--- config.mk ---
export PLATFORM = sky130hd
export DESIGN_NAME = tap2_host_sm
export DESIGN_NICKNAME = d
export VERILOG_FILES = /design/src/rtl/tap2_host_sm.sv
export SDC_FILE = /design/constraint.sdc
export NUM_CORES = 1
export LEC_CHECK = 0
export ABC_AREA = 1
export BUFFER_PORTS_ARGS = -buffer_cell sky130_fd_sc_hd__buf_2
export CAP_MARGIN = 20
export CORE_MARGIN = 8
export CORE_UTILIZATION = 40
export DETAILED_ROUTE_END_ITERATION = 7
export PLACE_DENSITY = 0.6
export SYNTH_ARGS = -nofsm -noshare
export SYNTH_HDL_FRONTEND = slang
export SYNTH_SLANG_ARGS = --single-unit
--- constraint.sdc ---
create_clock -name tclk -period 6.8 [get_ports tclk]
set_clock_uncertainty 0.05 [all_clocks]
set_input_delay 0.34 -clock tclk [delete_from_list [all_inputs] [get_ports tclk]]
set_output_delay 0.34 -clock tclk [all_outputs]
set_load 0.05 [all_outputs]
--- src/rtl/tap2_host_sm.sv ---
// tap2_host_sm: host-side 2-wire TAP2 packet generator driving the shared TMS wire.
// Build option: define TAP2_HOST_PAR_CHK_EN to flag read parity mismatches on rsp_par_err.
module tap2_host_sm #(
  parameter int RST_CYCLES = 81,
  parameter int DR_LEN     = 32,
  parameter int IR_LEN     = 8
) (
  input  logic        tclk,
  input  logic        trst_b,
  input  logic        req_vld,
  output logic        req_rdy,
  input  logic        req_rw,
  input  logic [1:0]  req_rs,
  input  logic [31:0] req_wdata,
  input  logic        rst_req,
  output logic        tms_o,
  output logic        tms_oe,
  input  logic        tms_i,
  output logic        rsp_vld,
  output logic [31:0] rsp_rdata,
  output logic        rsp_par_err,
  output logic        busy
);

  typedef enum logic [3:0] {
    S_IDLE, S_RSTSEQ, S_START, S_RW, S_RS, S_TRN1, S_SYNC, S_DATA, S_PARITY, S_TRN2
  } state_e;

  localparam logic [6:0] RST_LOAD = 7'(RST_CYCLES - 1);
  localparam logic [7:0] DR_LAST  = 8'(DR_LEN - 1);
  localparam logic [7:0] IR_LAST  = 8'(IR_LEN - 1);

  state_e      state_q, state_d;
  logic [6:0]  rst_cnt_q, rst_cnt_d;
  logic [7:0]  bit_cnt_q, bit_cnt_d;
  logic        rs_sel_q, rs_sel_d;
  logic        rw_q, rw_d;
  logic [1:0]  rs_q, rs_d;
  logic [31:0] wdata_q, wdata_d;
  logic [31:0] rd_sh_q, rd_sh_d;
  logic [31:0] rdata_q, rdata_d;
  logic        rsp_vld_q, rsp_vld_d;
  logic        tms_q, tms_d;
  logic        oe_q, oe_d;

  logic [7:0]  len_last;
  logic [4:0]  idx_q, idx_d;
  logic [31:0] wmask;
  logic        wpar;

  assign len_last = rs_q[0] ? DR_LAST : IR_LAST;
  // DATA goes out LSB first while the bit counter runs down to zero
  assign idx_q    = 5'(len_last - bit_cnt_q);
  assign idx_d    = 5'(len_last - bit_cnt_d);

  always_comb begin
    wmask = '0;
    for (int i = 0; i < 32; i++) begin
      if (8'(i) <= len_last) wmask[i] = 1'b1;
    end
  end

  assign wpar = ^(wdata_q & wmask);

  always_comb begin
    state_d   = state_q;
    rst_cnt_d = rst_cnt_q;
    bit_cnt_d = bit_cnt_q;
    rs_sel_d  = rs_sel_q;
    rw_d      = rw_q;
    rs_d      = rs_q;
    wdata_d   = wdata_q;
    rd_sh_d   = rd_sh_q;
    rdata_d   = rdata_q;
    rsp_vld_d = 1'b0;
    case (state_q)
      S_IDLE: begin
        if (rst_req) begin
          state_d   = S_RSTSEQ;
          rst_cnt_d = RST_LOAD;
        end else if (req_vld) begin
          state_d = S_START;
          rw_d    = req_rw;
          rs_d    = req_rs;
          wdata_d = req_wdata;
          rd_sh_d = '0;
        end
      end
      S_RSTSEQ: begin
        if (rst_cnt_q == 7'd0) state_d = S_IDLE;
        else                   rst_cnt_d = rst_cnt_q - 7'd1;
      end
      S_START: state_d = S_RW;
      S_RW: begin
        state_d  = S_RS;
        rs_sel_d = 1'b0;
      end
      S_RS: begin
        if (rs_sel_q) state_d = S_TRN1;
        else          rs_sel_d = 1'b1;
      end
      S_TRN1: begin
        state_d   = rw_q ? S_SYNC : S_DATA;
        bit_cnt_d = len_last;
      end
      S_SYNC: state_d = S_DATA;
      S_DATA: begin
        if (rw_q) rd_sh_d[idx_q] = tms_i;
        if (bit_cnt_q == 8'd0) state_d = S_PARITY;
        else                   bit_cnt_d = bit_cnt_q - 8'd1;
      end
      S_PARITY: state_d = S_TRN2;
      S_TRN2: begin
        state_d   = S_IDLE;
        rsp_vld_d = 1'b1;
        if (rw_q) rdata_d = rd_sh_q;
      end
      default: state_d = S_IDLE;
    endcase
  end

  // Wire value is registered against the next state so each field lands in its own cycle
  always_comb begin
    tms_d = 1'b1;
    oe_d  = 1'b1;
    case (state_d)
      S_START: tms_d = 1'b0;
      S_RW:    tms_d = rw_q;
      S_RS:    tms_d = rs_sel_d ? rs_q[1] : rs_q[0];
      S_TRN1:  oe_d  = ~rw_q;
      S_SYNC:  oe_d  = 1'b0;
      S_DATA: begin
        if (rw_q) oe_d  = 1'b0;
        else      tms_d = wdata_q[idx_d];
      end
      S_PARITY: begin
        if (rw_q) oe_d  = 1'b0;
        else      tms_d = wpar;
      end
      S_TRN2:  oe_d  = ~rw_q;
      default: ;
    endcase
  end

  always_ff @(posedge tclk or negedge trst_b) begin
    if (!trst_b) begin
      state_q   <= S_IDLE;
      rst_cnt_q <= '0;
      bit_cnt_q <= '0;
      rs_sel_q  <= 1'b0;
      rw_q      <= 1'b0;
      rs_q      <= '0;
      wdata_q   <= '0;
      rd_sh_q   <= '0;
      rdata_q   <= '0;
      rsp_vld_q <= 1'b0;
      tms_q     <= 1'b1;
      oe_q      <= 1'b1;
    end else begin
      state_q   <= state_d;
      rst_cnt_q <= rst_cnt_d;
      bit_cnt_q <= bit_cnt_d;
      rs_sel_q  <= rs_sel_d;
      rw_q      <= rw_d;
      rs_q      <= rs_d;
      wdata_q   <= wdata_d;
      rd_sh_q   <= rd_sh_d;
      rdata_q   <= rdata_d;
      rsp_vld_q <= rsp_vld_d;
      tms_q     <= tms_d;
      oe_q      <= oe_d;
    end
  end

`ifdef TAP2_HOST_PAR_CHK_EN
  logic rpar_q;
  logic par_err_q;

  always_ff @(posedge tclk or negedge trst_b) begin
    if (!trst_b) begin
      rpar_q    <= 1'b0;
      par_err_q <= 1'b0;
    end else begin
      if (state_q == S_PARITY && rw_q) rpar_q <= tms_i;
      par_err_q <= (state_q == S_TRN2) && rw_q && (rpar_q != ^rd_sh_q);
    end
  end

  assign rsp_par_err = par_err_q;
`else
  assign rsp_par_err = 1'b0;
`endif

  assign req_rdy   = (state_q == S_IDLE) && !rst_req;
  assign busy      = (state_q != S_IDLE);
  assign tms_o     = tms_q;
  assign tms_oe    = oe_q;
  assign rsp_vld   = rsp_vld_q;
  assign rsp_rdata = rdata_q;

endmodule

# After elaboration in Yosys (flattened, before gate mapping)
# Cells that the tools add are included.
# word_totals
ram_bits	0
latchBits	0
mem_bits_ro	0
out_inout_bits	38
inputBits	40
ff_bits	122
n_memories	0
word_cells	154
# op_classes
n_bitwise	3
n_addsub	4
shifts	0
eq_ne	22
multipliers	0
n_mux	62
n_reduce_logical	16
n_div	0
order_cmp	35
# ops
cell	n
two-way mux 32 bit	3
<= comparator 5 bit (first input constant)	16
case mux 32 bit (2 select lines)	1
<= comparator 4 x 5 -> 1 bit (first input constant)	8
two-way mux 1 bit	40
case mux 4 bit (9 select lines)	1
bitwise AND 32 bit	1
bitwise mux 32 bit	1
equality test 4 x 3 -> 1 bit (second input constant)	8
XOR reduction 32 bit	1
<= comparator 3 x 5 -> 1 bit (first input constant)	4
two-way mux 4 bit	5
equality test 4 x 2 -> 1 bit (second input constant)	4
equality test 4 bit (second input constant)	4
case mux 8 bit (2 select lines)	1
two-way mux 7 bit	2
case mux 7 bit (2 select lines)	1
< comparator 5 x 6 -> 1 bit (second input constant)	2
<= comparator 1 x 5 -> 1 bit (first input constant)	2
<= comparator 2 x 5 -> 1 bit (first input constant)	2
inequality test 2 bit (second input constant)	5
subtractor 5 bit	2
zero test 8 bit	1
two-way mux 8 bit	1
21 further kinds	26

# Depth between registers and ports, before layout
# Gate-level depths: netlist of the first run.
# logic_depth
word_depth	9
depth_mapped	19
ltp_nobuf	18

# Worst setup path after synthesis of the first run
# Ideal clock, no wire load.
# synth_timing
path_kind	register -> register
startpoint	register state_q[0]
endpoint	register rd_sh_q[22]
arrival_time_ns	2.577
period_less_slack_ns	2.753
path_stages_with_launch	12
required_time_ns	6.624
setup_time_ns	0.126
slack_ns	4.047
path_buffers	1
path_cell_list	dfrtp_1 nor2_1 inv_1 nor2_1 inv_1 nor2_1 nand2_1 o21ai_1 inv_1 clkbuf_1 a21oi_1 o22ai_1
# synth_via
elab_chain_len	3
word_cells_on_any_way	8
cone_classes	eq/ne (4); mux (1); reduce/logical (3)
# synth_lines
element	line_no	source
start: declaration	33	state_e state_q, state_d;
start signal: assignment	160	state_q <= state_d;
equality test 4 x 3 -> 1 bit / zero test 4 bit (equally long branches)	76	case (state_q)
inequality test 2 bit (no line) / nonzero test 2 bit (equally long branches)	-	
AND reduction 4 bit (no line)	-	
end signal: assignment	167	rd_sh_q <= rd_sh_d;
end: declaration	40	logic [31:0] rd_sh_q, rd_sh_d;
# Several ways; a longest one is shown, not always the timed one.
# A chain may end at the register's enable or synchronous reset.

# Final worst setup path of the first run
# layout_timing
startpoint	register rs_q[0]
endpoint	register rd_sh_q[13]
# layout_via
elab_chain_len	9
word_cells_on_any_way	10
cone_classes	add/sub (1); order compare (2); mux (6); reduce/logical (1)
# layout_lines
element	line_no	source
start: declaration	38	logic [1:0] rs_q, rs_d;
start signal: assignment	165	rs_q <= rs_d;
two-way mux 5 bit (*)	51	assign len_last = rs_q[0] ? DR_LAST : IR_LAST;
subtractor 5 bit (*)	53	assign idx_q = 5'(len_last - bit_cnt_q);
< comparator 5 x 6 -> 1 bit (not written as such) / greater-or-equal comparator 5 x 1 -> 1 bit (equally long branches)	108	if (rw_q) rd_sh_d[idx_q] = tms_i;
logical AND 1 bit (not written as such)	108	
two-way mux 1 bit (not written as such)	108	
demux 1 bit (select 5 bit) (*)	108	
bitwise mux 32 bit (*)	108	
two-way mux 32 bit (*)	108	
case mux 32 bit (2 select lines) (*)	76	
# Mark *: on every way between the ends. The rest lies on a longest branch, timed or not. The select of a mux whose other input is x is not followed.

==> results.toml, run 1 <==
[setup_path]
crit_arrival_ns = 3.27
critPathSlowestCell = "dfrtp_1"
rrSetupSlack_ns = 3.77
crit_start = "rs_q[0]"
startpoint_type = "flop"
path_cells = "inv_1 -> ha_1 -> xnor2_1 -> or2_2 -> nand2_1 -> inv_1 -> nor3_1 -> inv_1 -> nor2_1 -> inv_1 -> a21oi_1 -> o22ai_1"
cp_top_family = "flip-flops"
cp.buffers_inverters = 4
rr_endpoint = "rd_sh_q[13]"
critPathCapture = "rd_sh_q[13]"
critPathMaxFanout = 22
critical_path_class = "flop to flop"
slowest_delay_ns = 0.82
worst_path_most_repeated_cell = "inv_1"
r2r-start = "rs_q[0]"
crit_cells = 12
cp-end-kind = "flop"
worstPathRequired_ns = 7.04
ff2ff_path_depth = 12

[grt]
overflow = 0
antenna_found_initial = 0
grt_pass1_wl_um = 24600
grt_max_degree = 68
grt_pass1_vias = 4992
globalRouteTotalUtil_pct = 15.2

[placed_design]
dp_cells = 1052
hpwl_um = 10000
io_buffers = 76
gp_congestion = 0.832
post-place-ws_ns = 3.79

[drt]
viasPerCell = 4.79
wl_per_cell_um = 13.5
num_vias = 5200
drt_first_iter_violations = 351
ant_nets = 0
drcViolationCount = 0
wirelength_um = 14700
drtPass1Iterations = 6

[power_and_ir_drop]
peakVddDrop_mv = 0.238
power.leakage_nw = 3.69
power_density_nw_per_um2 = 480

[die]
rows = 46
die_width_um = 142
io_pins = 78
start_util_pct = 40.4
die_area_um2 = 20100
core_um2 = 15700
die_h_um = 142

[logic_synthesis]
syn_area_per_cell_um2 = 8.03
synth.net_count = 836
async_reset_ff_share_pct = 100
synth_top_cells_by_area = "dfrtp_1 (47%), inv_1 (7.8%), nand2_1 (6.8%)"
ys_warn_count = 0
synth_seq_cells = 122
yosys.area.top_type = "dfrtp_1"
yosysUniqueCellTypes = 41
synth-edff-count = 0
synthTopCellsByCount = "inv_1 (131), dfrtp_1 (120), nand2_1 (114)"
yosysTopAreaCellShare_pct = 47.5
seq_area_frac_synth_pct = 48.3
netlist_area_um2 = 6320
synth_flop_cell = "dfrtp_1"
synthCells = 788
yosysMostFrequentCell = "inv_1"

[timing]
tightest_slew_ns = 1.01
hold_ws_ns = 0.0917
final_hold_viol_count = 0
fmax_ghz = 0.331
period_needed_ns = 3.03
fin_crit_sh_pct = 44.5
timing.slew.headroom_pct = 32.8
rsz0062_at_grt = "no"
fin_ws_ns = 3.77
finalSetupViolations = 0
fin_tns_setup_ns = 0
slew_violations = 0

[cts]
numCtsBuffers = 17
cts_tree = "yes"
insertion_delay_ns = 0.42
cts_sinks = 122
root_buffer = "clkbuf_16"
clock_path_buffers = 2
cts.repair.resized = 0
post_cts_buffers = 0
htreeDepth = 4
clk_pin_slew_ns = 0.06

[cells_and_area]
finish.utilization_pct = 48.3
syn2layout_area_growth_pct = 19.5
n_antenna_cell = 0
drive_above_1_share_pct = 16.8
nets = 904
finalNonFillerCells = 1085

[min_path]
min_from = "req_wdata[28]"
worstHoldPathCells = 2
hp-class = "input pin to flop"

[status]
status = "finished, final reports clean"

[flow_run]
cap_violations = 0
[worst register-to-register path, delay by kind of cell, from the launching register on]
kind / cells / cell delay [ns]
fa+ha+maj: 1 / 0.33
buf+inv: 4 / 0.74
simple gates: 4 / 0.60
xor+xnor: 1 / 0.13
flops: 1 / 0.82
compound gates: 2 / 0.25
[per-stage QoR]
step | power, W | instance area [um^2]
floorplan | 0.00227 | 6320
global placement | 0.00259 | 6860
detailed placement | 0.00260 | 6860
CTS | 0.00366 | 7560
global route | 0.00390 | 7560
finish | 0.00363 | 7560
[cell type report]
type                    instances  area [um^2]
fillers                      1623         8100
flip-flops and latches        122         3060
multi-input cells             498         2620
inverters                     137          514
clock buffers                  18          439
repair buffers                 80          415
well taps                     216          270
clock inverters                14          245
[registers in the layout, indices dropped and copies added, names as in the netlist]
signal	cells
rs_sel_q	1
rs_q	2
rd_sh_q	32
tms_o	1
bit_cnt_q	8
rw_q	1
rst_cnt_q	7
state_q	4
wdata_q	32
rsp_rdata	32
rsp_vld	1
tms_oe	1
[placed cells by master, fill, tap and decap left out, types with 6 or more instances in the layout]
cell       synthesis  routed
nand3_1           52      52
mux2_2             7       7
nand2_2            6       8
nand4_1           12      12
o21ai_0           43      43
nor2_1            82      82
nor3_1             8       8
a21oi_1           74      74
xor2_1            11      11
inv_1            131     131
bufinv_16          0       6
clkbuf_16          0      17
o21ai_1            6       6
xnor2_1           12      12
nand2_1          114     112
inv_2              6       6
ha_1               8       8
o22ai_1           35      35
buf_2              9      75
dfrtp_1          120     120
[routing by layer]
layer  track usage (%)  vias up  share of wire, %
met2              23.9      130                46
li1                  -     2685                 -
met5                 0        -                 0
met1              19.5     2363                47
met3              3.86       22               5.4
met4              6.50        0               1.5
[cells by family (layout without fill, tap and decap cells)]
family                     after synthesis  after routing  synth area share [%]
AOI/OAI and AO/OA                      168            168                  14.5
buffers and inverters                  168            249                  10.4
other                                    1              1                0.0593
muxes                                    7              7                  1.25
and+or+nand+nor                        291            291                  20.7
DFF                                    122            122                  48.3
adders and majority gates                8              8                  1.58
xor gates and xnor gates                23             23                  3.18
[worst min path at each step]
stage / endpoint / slack, ns
2_1_floorplan: bit_cnt_q[0] / -0.006
3_3_place_gp: rsp_rdata[23] / 0.41
3_5_place_dp: rsp_rdata[23] / 0.42
4_1_cts: wdata_q[24] / 0.08
5_1_grt: wdata_q[28] / 0.09
6_report: wdata_q[28] / 0.09
[timing repair]
item	in CTS	in global routing
hold buffers	1	0
endpoints found under the hold margin	11	0
setup endpoints to repair	0	0
[power breakdown]
group          internal, W  total (W)  switching (W)
sequential        0.000883    0.00102       0.000135
clock             0.000698    0.00104       0.000338
combinational     0.000564    0.00157        0.00101
Note: power is estimated with default switching activity, not from simulation.
==> run 2: changes to the inputs <==
==> constraint.sdc (replaced) <==
create_clock -name tclk -period 3.05 [get_ports tclk]
set_clock_uncertainty 0.05 [all_clocks]
set_input_delay 0.1525 -clock tclk [delete_from_list [all_inputs] [get_ports tclk]]
set_output_delay 0.1525 -clock tclk [all_outputs]
set_load 0.05 [all_outputs]
==> run 2 against run 1 <==
Fmax grew 12%. Total power grew 110%. Worst hold slack lost 0.025 ns.
==> results.toml, run 2 (same netlist as run 1, synthesis figures left out) <==
[placed_design]
post-place-ws_ns = 0.267
hpwl_um = 10100
gp_congestion = 0.812
io_buffers = 76

[power_and_ir_drop]
power_density_nw_per_um2 = 988
power.leakage_nw = 3.83
peakVddDrop_mv = 0.490

[cts]
numCtsBuffers = 17
clk_pin_slew_ns = 0.05
htreeDepth = 4
insertion_delay_ns = 0.41
cts_sinks = 122
post_cts_buffers = 0
root_buffer = "clkbuf_16"
cts_tree = "yes"
clock_path_buffers = 2

[drt]
wirelength_um = 14700
num_vias = 5338
ant_nets = 0
drt_first_iter_violations = 412
drtPass1Iterations = 7
wl_per_cell_um = 13.1
drcViolationCount = 0
viasPerCell = 4.75

[timing]
fin_crit_sh_pct = 88.7
period_needed_ns = 2.71
slew_violations = 0
final_hold_viol_count = 0
tightest_slew_ns = 0.970
rsz0062_at_grt = "no"
fmax_ghz = 0.370
finalSetupViolations = 0
hold_ws_ns = 0.0666
fin_tns_setup_ns = 0
fin_ws_ns = 0.344
timing.slew.headroom_pct = 35.1

[die]
core_um2 = 15700
die_area_um2 = 20100
die_width_um = 142
die_h_um = 142
rows = 46
start_util_pct = 40.4
io_pins = 78

[cells_and_area]
nets = 944
drive_above_1_share_pct = 16.2
layout_common_cells = "inv_1 (131), dfrtp_1 (120), nand2_1 (112)"
mostFrequentLayoutCell = "inv_1"
syn2layout_area_growth_pct = 24.0
finish.utilization_pct = 50.1
n_antenna_cell = 0

[setup_path]
rrSetupSlack_ns = 0.34
crit_start = "bit_cnt_q[1]"
worstPathRequired_ns = 3.36
cp-end-kind = "flop"
ff2ff_path_depth = 18
r2r-start = "bit_cnt_q[1]"
critical_path_class = "flop to flop"
rr_endpoint = "tms_o"
crit_arrival_ns = 3.01
critPathCapture = "tms_o"
critPathMaxFanout = 8
startpoint_type = "flop"

[grt]
overflow = 0
grt_pass1_vias = 5159
antenna_found_initial = 0
grt_max_degree = 67
grt_pass1_wl_um = 25300
globalRouteTotalUtil_pct = 15.6

[min_path]
hp-class = "input pin to flop"
min_from = "tms_i"

[status]
status = "finished, final reports clean"

[flow_run]
cap_violations = 0
run 2: cell count changes in the layout (fill, tap and decap cells not counted), sizes merged:
cell	change
dlygate4sd3	+35
buf	+5
bufinv	-4
clkbuf	+4
clkinvlp	-3
clkinv	+2
run 2: routing by layer:
metal | vias to the layer above | track usage (%) | routed length [um]
met1 | 2415 | 20.3 | 6970
met5 | - | 0 | 0
li1 | 2775 | - | -
met2 | 122 | 24.6 | 6790
met3 | 26 | 4.74 | 716
met4 | 0 | 4.80 | 267
run 2: per-stage QoR:
stage / cell area, um^2 / cells / total power [W]
final: 7840 / 1124 / 0.00775
after global routing: 7840 / 1124 / 0.00842
after CTS: 7840 / 1124 / 0.00780
after detailed placement: 6910 / 1057 / 0.00581
after global placement: 6910 / 1057 / 0.00578
after floorplan: 6320 / 788 / 0.00507
run 2: how the worst min path moves through the flow:
stage,cells past startpoint,endpoint,slack (ns)
2_1_floorplan,0,bit_cnt_q[0],-0.19
3_3_place_gp,1,rst_cnt_q[3],0.03
3_5_place_dp,1,rst_cnt_q[3],0.03
4_1_cts,3,rd_sh_q[31],0.05
5_1_grt,3,rd_sh_q[31],0.07
6_report,3,rd_sh_q[31],0.07
run 2: worst max-delay path, cell delays in order (launching register included):
cell and delay [ns]:
dfrtp_1 0.47, inv_1 0.12, ha_1 0.21, inv_1 0.20, nor2_1 0.09, nand2_2 0.12, nand2_4 0.08, inv_2 0.11
o21ai_0 0.10, a21oi_1 0.19, ha_1 0.19, xnor2_1 0.13, xor2_1 0.22, inv_1 0.06, nand3_1 0.08, nand3_1 0.08
nand2_1 0.06, nand2_1 0.04, nand2_1 0.05
run 2: power breakdown:
group          switching, W  internal, W  total, W
Combinational       0.00228      0.00131   0.00359
Sequential         0.000268      0.00197   0.00224
Clock              0.000687      0.00123   0.00192
Total               0.00324      0.00451   0.00775
run 2: timing repair:
item | CTS | global route
hold buffers | 36 | 0
gates resized for setup | 0 | 1
setup endpoints to repair | 0 | 1
hold endpoints to repair | 118 | 0
run 2: area by class of cell:
type                       count  area [um^2]
fill                        1559         7810
sequential                   122         3060
multi-input combinational    498         2630
timing repair buffer         120          816
inverter                     137          514
clock buffer                  22          464
tap                          216          270
clock inverter                 9         97.6
